--- src/rtl/rvc_asap_cr_mem.sv ---
// Control-register responder for the rvc_asap core: display registers, debounced buttons,
// synchronized switches, with registered (one-cycle) read data.
module rvc_asap_cr_mem #(
    parameter int unsigned DEBOUNCE_CYCLES = 50000
) (
    input  logic        Clock,
    input  logic        RstN,
    input  logic [31:0] CrAddr,
    input  logic        CrRdEn,
    input  logic        CrWrEn,
    input  logic [3:0]  CrByteEn,
    input  logic [31:0] CrWrData,
    output logic [31:0] CrRdData,
    input  logic        Button_0,
    input  logic        Button_1,
    input  logic [9:0]  Switch,
    output logic [6:0]  SEG7_0,
    output logic [6:0]  SEG7_1,
    output logic [6:0]  SEG7_2,
    output logic [6:0]  SEG7_3,
    output logic [6:0]  SEG7_4,
    output logic [6:0]  SEG7_5,
    output logic [6:0]  LED
);

    localparam logic [15:0] CntMax = 16'(DEBOUNCE_CYCLES - 1);

    logic [6:0]  r_disp [7];
    logic [1:0]  r_btn_s1;
    logic [1:0]  r_btn_s2;
    logic [1:0]  r_stable;
    logic [1:0]  r_pressed;
    logic [15:0] r_cnt [2];
    logic [9:0]  r_sw_s1;
    logic [9:0]  r_sw_s2;

    logic        w_hit;
    logic [3:0]  w_idx;
    logic        w_wr;
    logic        w_rd;
    logic [1:0]  w_rise;
    logic [1:0]  w_clr;
    logic [31:0] w_rd_val;
    logic        w_unused;

    // Word offsets 0..9 within the CR region (0x2000-0x2024).
    assign w_idx = CrAddr[5:2];
    assign w_hit = (CrAddr[13:12] == 2'b10) && (CrAddr[11:6] == 6'b0) && (w_idx <= 4'd9);
    assign w_wr  = CrWrEn & w_hit & CrByteEn[0];
    assign w_rd  = CrRdEn & w_hit;

    assign w_unused = ^{CrAddr[31:14], CrAddr[1:0], CrByteEn[3:1], CrWrData[31:7]};

    always_ff @(posedge Clock) begin
        if (!RstN) begin
            for (int i = 0; i < 7; i++) begin
                r_disp[i] <= 7'd0;
            end
        end else if (w_wr && !w_idx[3] && (w_idx[2:0] != 3'd7)) begin
            r_disp[w_idx[2:0]] <= CrWrData[6:0];
        end
    end

    always_ff @(posedge Clock) begin
        if (!RstN) begin
            r_btn_s1 <= 2'b0;
            r_btn_s2 <= 2'b0;
            r_sw_s1  <= 10'd0;
            r_sw_s2  <= 10'd0;
        end else begin
            r_btn_s1 <= {Button_1, Button_0};
            r_btn_s2 <= r_btn_s1;
            r_sw_s1  <= Switch;
            r_sw_s2  <= r_sw_s1;
        end
    end

    always_comb begin
        w_rise = 2'b0;
        for (int k = 0; k < 2; k++) begin
            w_rise[k] = r_btn_s2[k] & ~r_stable[k] & (r_cnt[k] == CntMax);
        end
        w_clr[0] = w_rd && (w_idx == 4'd7);
        w_clr[1] = w_rd && (w_idx == 4'd8);
    end

    always_ff @(posedge Clock) begin
        if (!RstN) begin
            r_stable  <= 2'b0;
            r_pressed <= 2'b0;
            for (int k = 0; k < 2; k++) begin
                r_cnt[k] <= 16'd0;
            end
        end else begin
            for (int k = 0; k < 2; k++) begin
                if (r_btn_s2[k] == r_stable[k]) begin
                    r_cnt[k] <= 16'd0;
                end else if (r_cnt[k] == CntMax) begin
                    r_stable[k] <= r_btn_s2[k];
                    r_cnt[k]    <= 16'd0;
                end else begin
                    r_cnt[k] <= r_cnt[k] + 16'd1;
                end
                // A new press beats a coincident read-to-clear.
                if (w_rise[k]) begin
                    r_pressed[k] <= 1'b1;
                end else if (w_clr[k]) begin
                    r_pressed[k] <= 1'b0;
                end
            end
        end
    end

    always_comb begin
        w_rd_val = 32'h0;
        case (w_idx)
            4'd0, 4'd1, 4'd2, 4'd3, 4'd4, 4'd5, 4'd6: w_rd_val = {25'b0, r_disp[w_idx[2:0]]};
            4'd7:    w_rd_val = {30'b0, r_pressed[0], r_stable[0]};
            4'd8:    w_rd_val = {30'b0, r_pressed[1], r_stable[1]};
            4'd9:    w_rd_val = {22'b0, r_sw_s2};
            default: w_rd_val = 32'h0;
        endcase
    end

    always_ff @(posedge Clock) begin
        if (!RstN) begin
            CrRdData <= 32'h0;
        end else begin
            CrRdData <= w_rd ? w_rd_val : 32'h0;
        end
    end

    assign SEG7_0 = r_disp[0];
    assign SEG7_1 = r_disp[1];
    assign SEG7_2 = r_disp[2];
    assign SEG7_3 = r_disp[3];
    assign SEG7_4 = r_disp[4];
    assign SEG7_5 = r_disp[5];
    assign LED    = r_disp[6];

endmodule

--- config.mk ---
export PLATFORM = sky130hd
export DESIGN_NAME = rvc_asap_cr_mem
export DESIGN_NICKNAME = d
export VERILOG_FILES = /design/src/rtl/rvc_asap_cr_mem.sv
export SDC_FILE = /design/constraint.sdc
export NUM_CORES = 1
export LEC_CHECK = 0
export ABC_AREA = 1
export CAP_MARGIN = 30
export CELL_PAD_IN_SITES_DETAIL_PLACEMENT = 0
export CELL_PAD_IN_SITES_GLOBAL_PLACEMENT = 1
export CORE_MARGIN = 2
export CORE_UTILIZATION = 30
export CTS_CLUSTER_DIAMETER = 60
export CTS_CLUSTER_SIZE = 20
export DETAILED_ROUTE_END_ITERATION = 16
export HOLD_SLACK_MARGIN = 0.15
export PLACE_DENSITY = 0.73
export SYNTH_ARGS = -nofsm -noshare
export SYNTH_HDL_FRONTEND = slang
export SYNTH_SLANG_ARGS = --single-unit
--- constraint.sdc ---
create_clock -name Clock -period 2.2 [get_ports Clock]
set_input_delay 0.44 -clock Clock [delete_from_list [all_inputs] [get_ports Clock]]
set_output_delay 0.44 -clock Clock [all_outputs]
set_load 0.02 [all_outputs]
Word-level counts from Yosys, hierarchy flattened
Memory sizes are Yosys's and may differ from the RTL's.
Index checks and enable logic that the tools add are counted.
W data, S select, Z words.

word-level totals
  logic and storage cells = 102
  bits in writable memories = 81
  memories kept = 2
  output and inout bits = 81
  register bits after elaboration = 60
  input bits = 84

memories
  name    words  width  rd ports  clocked after Yosys merged registers in  write ports  line  RTL
  r_disp  7      7      8         0                                        7            28    logic [6:0] r_disp [7];
  r_cnt   2      16     2         0                                        2            33    logic [15:0] r_cnt [2];

operators by class
  reduce and logical (&&, ||, !) cells = 16
  order comparisons = 1
  bitwise operators = 17
  add/subtract/negate cells = 2
  equal/unequal tests = 15
  multiplexer cells = 40

operators by type and width
  kind                     number
  $mux W16                 6
  $pmux W10 S4             1
  $add A16 B1 Y16 const B  2
  $eq A16 B16 Y1 const B   2
  $mux W1                  31
  $eq A4 B3 Y1 const B     4
  $reduce_or A7 Y1         2
  $eq A4 B2 Y1 const B     2
  $eq A4 B4 Y1 const B     2
  $and A1 B1 Y1            7
  $mux W7                  1
  $logic_and A1 B1 Y1      6
  $logic_not A6 Y1         1
  $or A1 B1 Y1             6
  $reduce_and A2 Y1        3
  $eq A4 B1 Y1 const B     1
  $le A4 B4 Y1 const B     1
  $logic_not A4 Y1         1
  $not A1 Y1               4
  $reduce_bool A2 Y1       2
  $mux W3                  1
  $ne A3 B3 Y1 const B     1
  $eq A1 B1 Y1             2
  $eq A2 B2 Y1 const B     1
  $logic_not A1 Y1         1

Longest topological paths before layout
Gate-level depths: netlist of run 1.

  depth after elaboration = 12
  gate-level depth with buffers = 10
  gate-level depth less buffers = 9

Worst setup path after synthesis of run 1
No wires, ideal clock.

  path type = input -> register
  from = input port CrAddr[2]
  to = memory r_disp[3][0] (enable)
  stages on the path = 4
  buffers on the path = 2
  setup slack = 152 ps
  library setup time = 381 ps
  data required time = 1819 ps
  arrival time = 1667 ps
  path through = buf_2 -> buf_2 -> nand3_1 -> o21ai_0

RTL lines
  element      line  RTL
  from (decl)  8     input logic [31:0] CrAddr,
  to (decl)    28

==> results.sh, run 1 <==
export IMPL_crit_arrival_ps=2030
export IMPL_worst_setup_path_start_kind="input pin"
export IMPL_dp_hpwl_um=11200
export IMPL_required_ps=2280
export IMPL_post_route_util=0.418
export IMPL_fp_dieArea_mm2=0.0200
export IMPL_vias_per_cell=4.39
export IMPL_p_seq_frac=0.437
export IMPL_p_int_w=0.00437
export IMPL_antennaDiodeCount=0
export IMPL_ant_nets=0
export IMPL_period_share=0.887
export IMPL_route_vias_total=4708
export IMPL_status="finished, final reports clean"
export IMPL_critPathKind="in -> reg"
export IMPL_cts_root_buf="clkbuf_16"
export IMPL_initialDrtViolationCount=313
export IMPL_slew_violations=0
export IMPL_ys_ff_latch=119
export IMPL_yosysSeqAreaShare=0.552
export IMPL_ys_warn_count=0
export IMPL_track_usage=0.156
export IMPL_switchingPower_w=0.00138
export IMPL_ys_flop_type="edfxtp_1"
export IMPL_multi_input_area_mm2=0.00214
export IMPL_cts_hold_fix_buffers=0
export IMPL_hp_class="reg -> reg"
export IMPL_layout_nets=914
export IMPL_cts_tree="done"
export IMPL_leakage_nw=3.31
export IMPL_stdcell_count=1073
export IMPL_numCtsBuffers=17
export IMPL_cp_max_fo=7
export IMPL_pwr_share_clk=0.469
export IMPL_fmax_ghz=0.513
export IMPL_cts_path_max_buffers=2
export IMPL_cts_sinks=119
export IMPL_switching_share=0.240
export IMPL_dieWidth_um=141
export IMPL_core_mm2=0.0186
export IMPL_num_io_pins=165
export IMPL_cts_resized=0
export IMPL_grt_pass1_wl_um=23800
export IMPL_start_util=0.304
export IMPL_overflow=0
export IMPL_htreeDepth=4
export IMPL_synthCells=655
export IMPL_drive_gt1_frac=0.111
export IMPL_period_needed_ps=1950
export IMPL_syn_avg_cell_area_um2=8.63
export IMPL_grt_setup_unrepaired="no"
export IMPL_clk_insertion_delay_late_ps=420
export IMPL_yosysUniqueCellTypes=39
export IMPL_finalHoldViolCount=0
export IMPL_combPwrFrac=0.093
export IMPL_drt_wl_total_um=15000
export IMPL_postCtsSetupBuffers=0
export IMPL_cap_viol_max_count=0
export IMPL_drc=0
export IMPL_die_h_um=141
export IMPL_synth_edff_count=74
export IMPL_synth_async_reset_ratio=0
export IMPL_grt_start_max_net_pins=26
export IMPL_regArea_mm2=0.00312
export IMPL_antenna_found_initial=0
export IMPL_synthToLayoutAreaGrowth_pct=37.2
export IMPL_clkTransAtPathRegs_ps=50
export IMPL_first_global_vias=4704
export IMPL_skew_ps=8.01
export IMPL_fillers=1832
export IMPL_syn_area_mm2=0.00565
export IMPL_power_density_mw_per_mm2=741
export IMPL_gp_congestion=0.811
export IMPL_numPortBuffers=94
export IMPL_finalSetupViolations=0
export IMPL_ir_worst_vdd_mv=0.580
export IMPL_rows=50
export IMPL_end_kind="flop"
export IMPL_hold_worst_slack_ps=408
export IMPL_placed_cells=1041
export IMPL_wl_per_cell_um=14.0
export IMPL_drt_pass1_iter_count=5
## layer usage
metal	track usage	vias to the layer above	routed length, um
met1	0.195	2157	6580
met2	0.258	132	7260
li1	-	2401	-
met4	0.0568	0	274
met3	0.0459	18	921
met5	0	-	0
## power by group through the flow
stage | sequential [W] | clock [W] | combinational, W
4_1_cts | 0.00251 | 0.00276 | 0.000539
6_report | 0.00252 | 0.00270 | 0.000536
3_3_place_gp | 0.00256 | 0 | 0.000534
5_1_grt | 0.00252 | 0.00286 | 0.000585
2_1_floorplan | 0.00259 | 0 | 0.000254
3_5_place_dp | 0.00256 | 0 | 0.000535
## worst paths after layout
kind                                                 from                         end  slack, ps  cells after the start
worst max-delay path                            CrAddr[4]  r_disp[0][3]$_SDFFCE_PN0P_        250                     10
worst min-delay path                r_sw_s1[3]$_SDFF_PN0_       r_sw_s2[3]$_SDFF_PN0_        410                      2
worst max register to register  r_cnt[1][0]$_SDFFCE_PN0P_   r_cnt[1][7]$_SDFFCE_PN0P_        320                      9
worst min register to register      r_sw_s1[3]$_SDFF_PN0_       r_sw_s2[3]$_SDFF_PN0_        410                      2
## sequential cells by signal, indices dropped and copies added (netlist names)
| name | count |
|---|---|
| r_btn_s1 | 2 |
| r_sw_s2 | 10 |
| r_cnt | 32 |
| r_stable | 2 |
| CrRdData | 10 |
| r_btn_s2 | 2 |
| r_disp | 49 |
| r_pressed | 2 |
| r_sw_s1 | 10 |
## metrics by stage
step                      TNS [ps]  total power, W  worst slack, ps  cell area, um2
final                            0         0.00575              249            7760
after global routing             0         0.00597             43.0            7760
after CTS                        0         0.00581              247            7760
after detailed placement     -5770         0.00309             -180            7180
after global placement       -5250         0.00309             -162            7180
after floorplan                  0         0.00284              152            5850
## layout make-up
| type | instances | share of cell area |
|---|---|---|
| clock buffer | 23 | 0.0632 |
| sequential | 119 | 0.403 |
| timing repair buffer | 141 | 0.168 |
| inverter | 86 | 0.0416 |
| multi-input combinational | 461 | 0.276 |
| tap | 234 | 0.0377 |
| clock inverter | 9 | 0.0111 |
## kinds of logic (layout without fill, tap and decap cells)
group           after synthesis  count (layout)  synth area share
simple gates                338             338             0.266
flops                       119             119             0.552
other cells                   2              54           0.00133
compound gates               58              58            0.0569
fa+ha+maj                     4               4           0.00885
xor+xnor                      7               7            0.0108
buf+inv                     127             259             0.103
## cells in the mapped netlist, types with 3 or more instances
cell      number  share of area
xor2_1         6         0.0093
clkbuf_1       4         0.0027
dfxtp_1       45           0.16
buf_4         25          0.033
nor2_1       118          0.078
nor4_1         4         0.0044
inv_2          4         0.0027
nand4_1       14          0.015
inv_1         82          0.054
nor3_1        20          0.018
buf_2         11         0.0097
ha_1           4         0.0089
and2_1         3         0.0033
o21ai_1        3         0.0027
o21ai_0       17          0.015
nand3_1       33          0.029
o211ai_1       5         0.0066
o22ai_1        3         0.0033
a21oi_1       24          0.021
nor3b_1        6         0.0080
nand2_1      126          0.084
edfxtp_1      74           0.39
or2_2          3         0.0033
## cell usage in the layout, fill, tap and decap left out, drive strengths merged, types with 2 or more instances in the layout
cell / n
nand3: 36
edfxtp: 74
o21ai: 20
nand4: 14
nand2: 128
o22ai: 3
or2: 3
a21oi: 24
clkinvlp: 2
and2: 3
inv: 91
dfxtp: 45
nor3b: 6
o211ai: 5
nor3: 20
nand3b: 2
nor4: 4
buf: 48
xor2: 6
conb: 54
a211oi: 2
nor2: 122
ha: 4
clkdlybuf4s50: 93
clkbuf: 23
a31oi: 2
## critical path, stage by stage
cell             delay, ps
clkdlybuf4s50_1        510
nand2_1                130
nor2_1                  70
nor2_2                 110
inv_2                   50
nor2_4                 150
nand2_4                 90
nor2_8                 140
nand2_2                 80
nand2_1                260
Note: power is estimated with default switching activity, not from simulation.
==> run 2: changes to the inputs <==
--- a/config.mk
+++ b/config.mk
@@ -9,11 +9,11 @@
 export CAP_MARGIN = 30
 export CELL_PAD_IN_SITES_DETAIL_PLACEMENT = 0
 export CELL_PAD_IN_SITES_GLOBAL_PLACEMENT = 1
-export CORE_MARGIN = 2
+export CORE_MARGIN = 1
 export CORE_UTILIZATION = 30
-export CTS_CLUSTER_DIAMETER = 60
 export CTS_CLUSTER_SIZE = 20
 export DETAILED_ROUTE_END_ITERATION = 16
+export GPL_TIMING_DRIVEN = 0
 export HOLD_SLACK_MARGIN = 0.15
 export PLACE_DENSITY = 0.73
 export SYNTH_ARGS = -nofsm -noshare
==> results.sh, run 2 (synthesized netlist as in run 1, its figures left out) <==
export IMPL_power_density_mw_per_mm2=735
export IMPL_drc=0
export IMPL_skew_ps=11.3
export IMPL_cp_max_fo=8
export IMPL_cts_path_max_buffers=2
export IMPL_antennaDiodeCount=0
export IMPL_period_needed_ps=2080
export IMPL_largest_reg_flops=49
export IMPL_die_h_um=139
export IMPL_post_route_util=0.421
export IMPL_finalHoldViolCount=0
export IMPL_grt_setup_unrepaired="no"
export IMPL_first_global_vias=4606
export IMPL_crit_chain="clkdlybuf4s50_1, nor2_4, nor2_1, inv_2, nand3_2, nor2_4, nand2_4, nor2_8, nand2_2, nand2_2"
export IMPL_r2r_slack_ps=260
export IMPL_drt_pass1_iter_count=5
export IMPL_layout_nets=911
export IMPL_status="finished, final reports clean"
export IMPL_fmax_ghz=0.481
export IMPL_dp_hpwl_um=11600
export IMPL_slowest_delay_ps=490
export IMPL_required_ps=2310
export IMPL_worst_setup_path_start_kind="input pin"
export IMPL_finalSetupViolations=0
export IMPL_endpoint="r_disp[0][2]$_SDFFCE_PN0P_"
export IMPL_cts_sinks=119
export IMPL_wl_per_cell_um=14.7
export IMPL_synthToLayoutAreaGrowth_pct=35.7
export IMPL_cts_hold_fix_buffers=0
export IMPL_cts_tree="done"
export IMPL_slew_headroom=0.635
export IMPL_numCtsBuffers=17
export IMPL_rows=49
export IMPL_rr_worst_depth=9
export IMPL_track_usage=0.166
export IMPL_tightestPinTransition_ps=546
export IMPL_ir_worst_vdd_mv=0.507
export IMPL_htreeDepth=4
export IMPL_cp_slowest_cell="clkdlybuf4s50_1"
export IMPL_final_common_cell="nand2_1"
export IMPL_hold_worst_slack_ps=407
export IMPL_clk_insertion_delay_late_ps=420
export IMPL_core_mm2=0.0182
export IMPL_overflow=0
export IMPL_route_vias_total=4771
export IMPL_antenna_found_initial=0
export IMPL_drt_wl_total_um=15600
export IMPL_reg2reg_to="r_cnt[1][11]$_SDFFCE_PN0P_"
export IMPL_initialDrtViolationCount=280
export IMPL_end_kind="flop"
export IMPL_vias_per_cell=4.48
export IMPL_clkTransAtPathRegs_ps=50
export IMPL_grt_pass1_wl_um=24300
export IMPL_crit_arrival_ps=2190
export IMPL_grt_start_max_net_pins=17
export IMPL_critPathKind="in -> reg"
export IMPL_reg_largest_list="r_disp: 49 flops, r_cnt: 32 flops"
export IMPL_cts_root_buf="clkbuf_16"
export IMPL_slew_violations=0
export IMPL_leakage_nw=3.28
export IMPL_drive_gt1_frac=0.111
export IMPL_hp_class="reg -> reg"
export IMPL_ant_nets=0
export IMPL_num_io_pins=165
export IMPL_gp_congestion=0.809
export IMPL_fp_dieArea_mm2=0.0194
export IMPL_numPortBuffers=92
export IMPL_regMostFlops="r_disp"
export IMPL_reg2reg_from="r_cnt[1][0]$_SDFFCE_PN0P_"
export IMPL_cap_viol_max_count=0
export IMPL_critPathLaunch="CrAddr[3]"
export IMPL_final_cell_mix="122 x nand2_1, 117 x nor2_1, 92 x clkdlybuf4s50_1"
export IMPL_dieWidth_um=139
export IMPL_start_util=0.311
export IMPL_period_share=0.944
[run 2: cell count changes in the layout (fill, tap and decap cells not counted), sizes merged]
| cell | change |
|---|---|
| clkinvlp | -2 |
| clkinv | +1 |
| bufinv | -1 |
| clkbuf | +8 |
| inv | -1 |
| buf | -7 |
| clkdlybuf4s50 | -1 |
[run 2: cell type report]
class                   instances  area, um2
fillers                      1786      10500
flip-flops and latches        119       3120
multi-input cells             461       2170
repair buffers                 97        956
clock buffers                  26        520
inverters                      86        323
well taps                     229        287
plain buffers                  41        265
clock inverters                 6       35.0
[run 2: critical path, delay by kind of cell]
kind | cells | cell delay, ps
buffers and inverters | 2 | 570
AND/OR/NAND/NOR | 8 | 1160
[run 2: repair_timing]
action | in CTS | in global routing
pin swaps | 0 | 1
buffers inserted | 0 | 4
endpoints found under the hold margin | 0 | 0
setup endpoints to repair | 14 | 50
resized for setup | 3 | 9
[run 2: routing by layer]
metal / GRT usage / part of all wire / vias to the layer above
li1: - / - / 2404
met1: 0.205 / 0.45 / 2206
met2: 0.282 / 0.48 / 137
met3: 0.0341 / 0.048 / 24
met4: 0.0673 / 0.021 / 0
met5: 0 / 0 / -
[run 2: worst min-delay path by stage]
stage,start,to,slack [ps],cells past startpoint
after floorplan,r_btn_s1[0]$_SDFF_PN0_,r_btn_s2[0]$_SDFF_PN0_,390,2
after global placement,r_sw_s1[3]$_SDFF_PN0_,r_sw_s2[3]$_SDFF_PN0_,390,2
after detailed placement,r_sw_s1[6]$_SDFF_PN0_,r_sw_s2[6]$_SDFF_PN0_,400,2
after CTS,r_sw_s1[6]$_SDFF_PN0_,r_sw_s2[6]$_SDFF_PN0_,410,2
after global routing,r_sw_s1[7]$_SDFF_PN0_,r_sw_s2[7]$_SDFF_PN0_,430,2
final,r_sw_s1[6]$_SDFF_PN0_,r_sw_s2[6]$_SDFF_PN0_,410,2
[run 2: report_power, final]
part | internal (W) | switching (W) | total (W)
clock network | 0.00162 | 0.000966 | 0.00259
registers | 0.00246 | 0.0000612 | 0.00252
logic | 0.000216 | 0.000321 | 0.000536
total | 0.00429 | 0.00135 | 0.00564
[run 2: per-stage QoR]
step / total power [W] / std cells / setup TNS (ps) / worst slack, ps / instance area (um2)
floorplan: 0.00284 / 707 / 0 / 152 / 5850
global placement: 0.00309 / 1028 / -22940 / -727 / 7060
detailed placement: 0.00309 / 1029 / -20720 / -727 / 7060
CTS: 0.00568 / 1061 / 0 / 6.01 / 7620
global route: 0.00583 / 1065 / 0 / 25.3 / 7670
finish: 0.00564 / 1065 / 0 / 122 / 7670
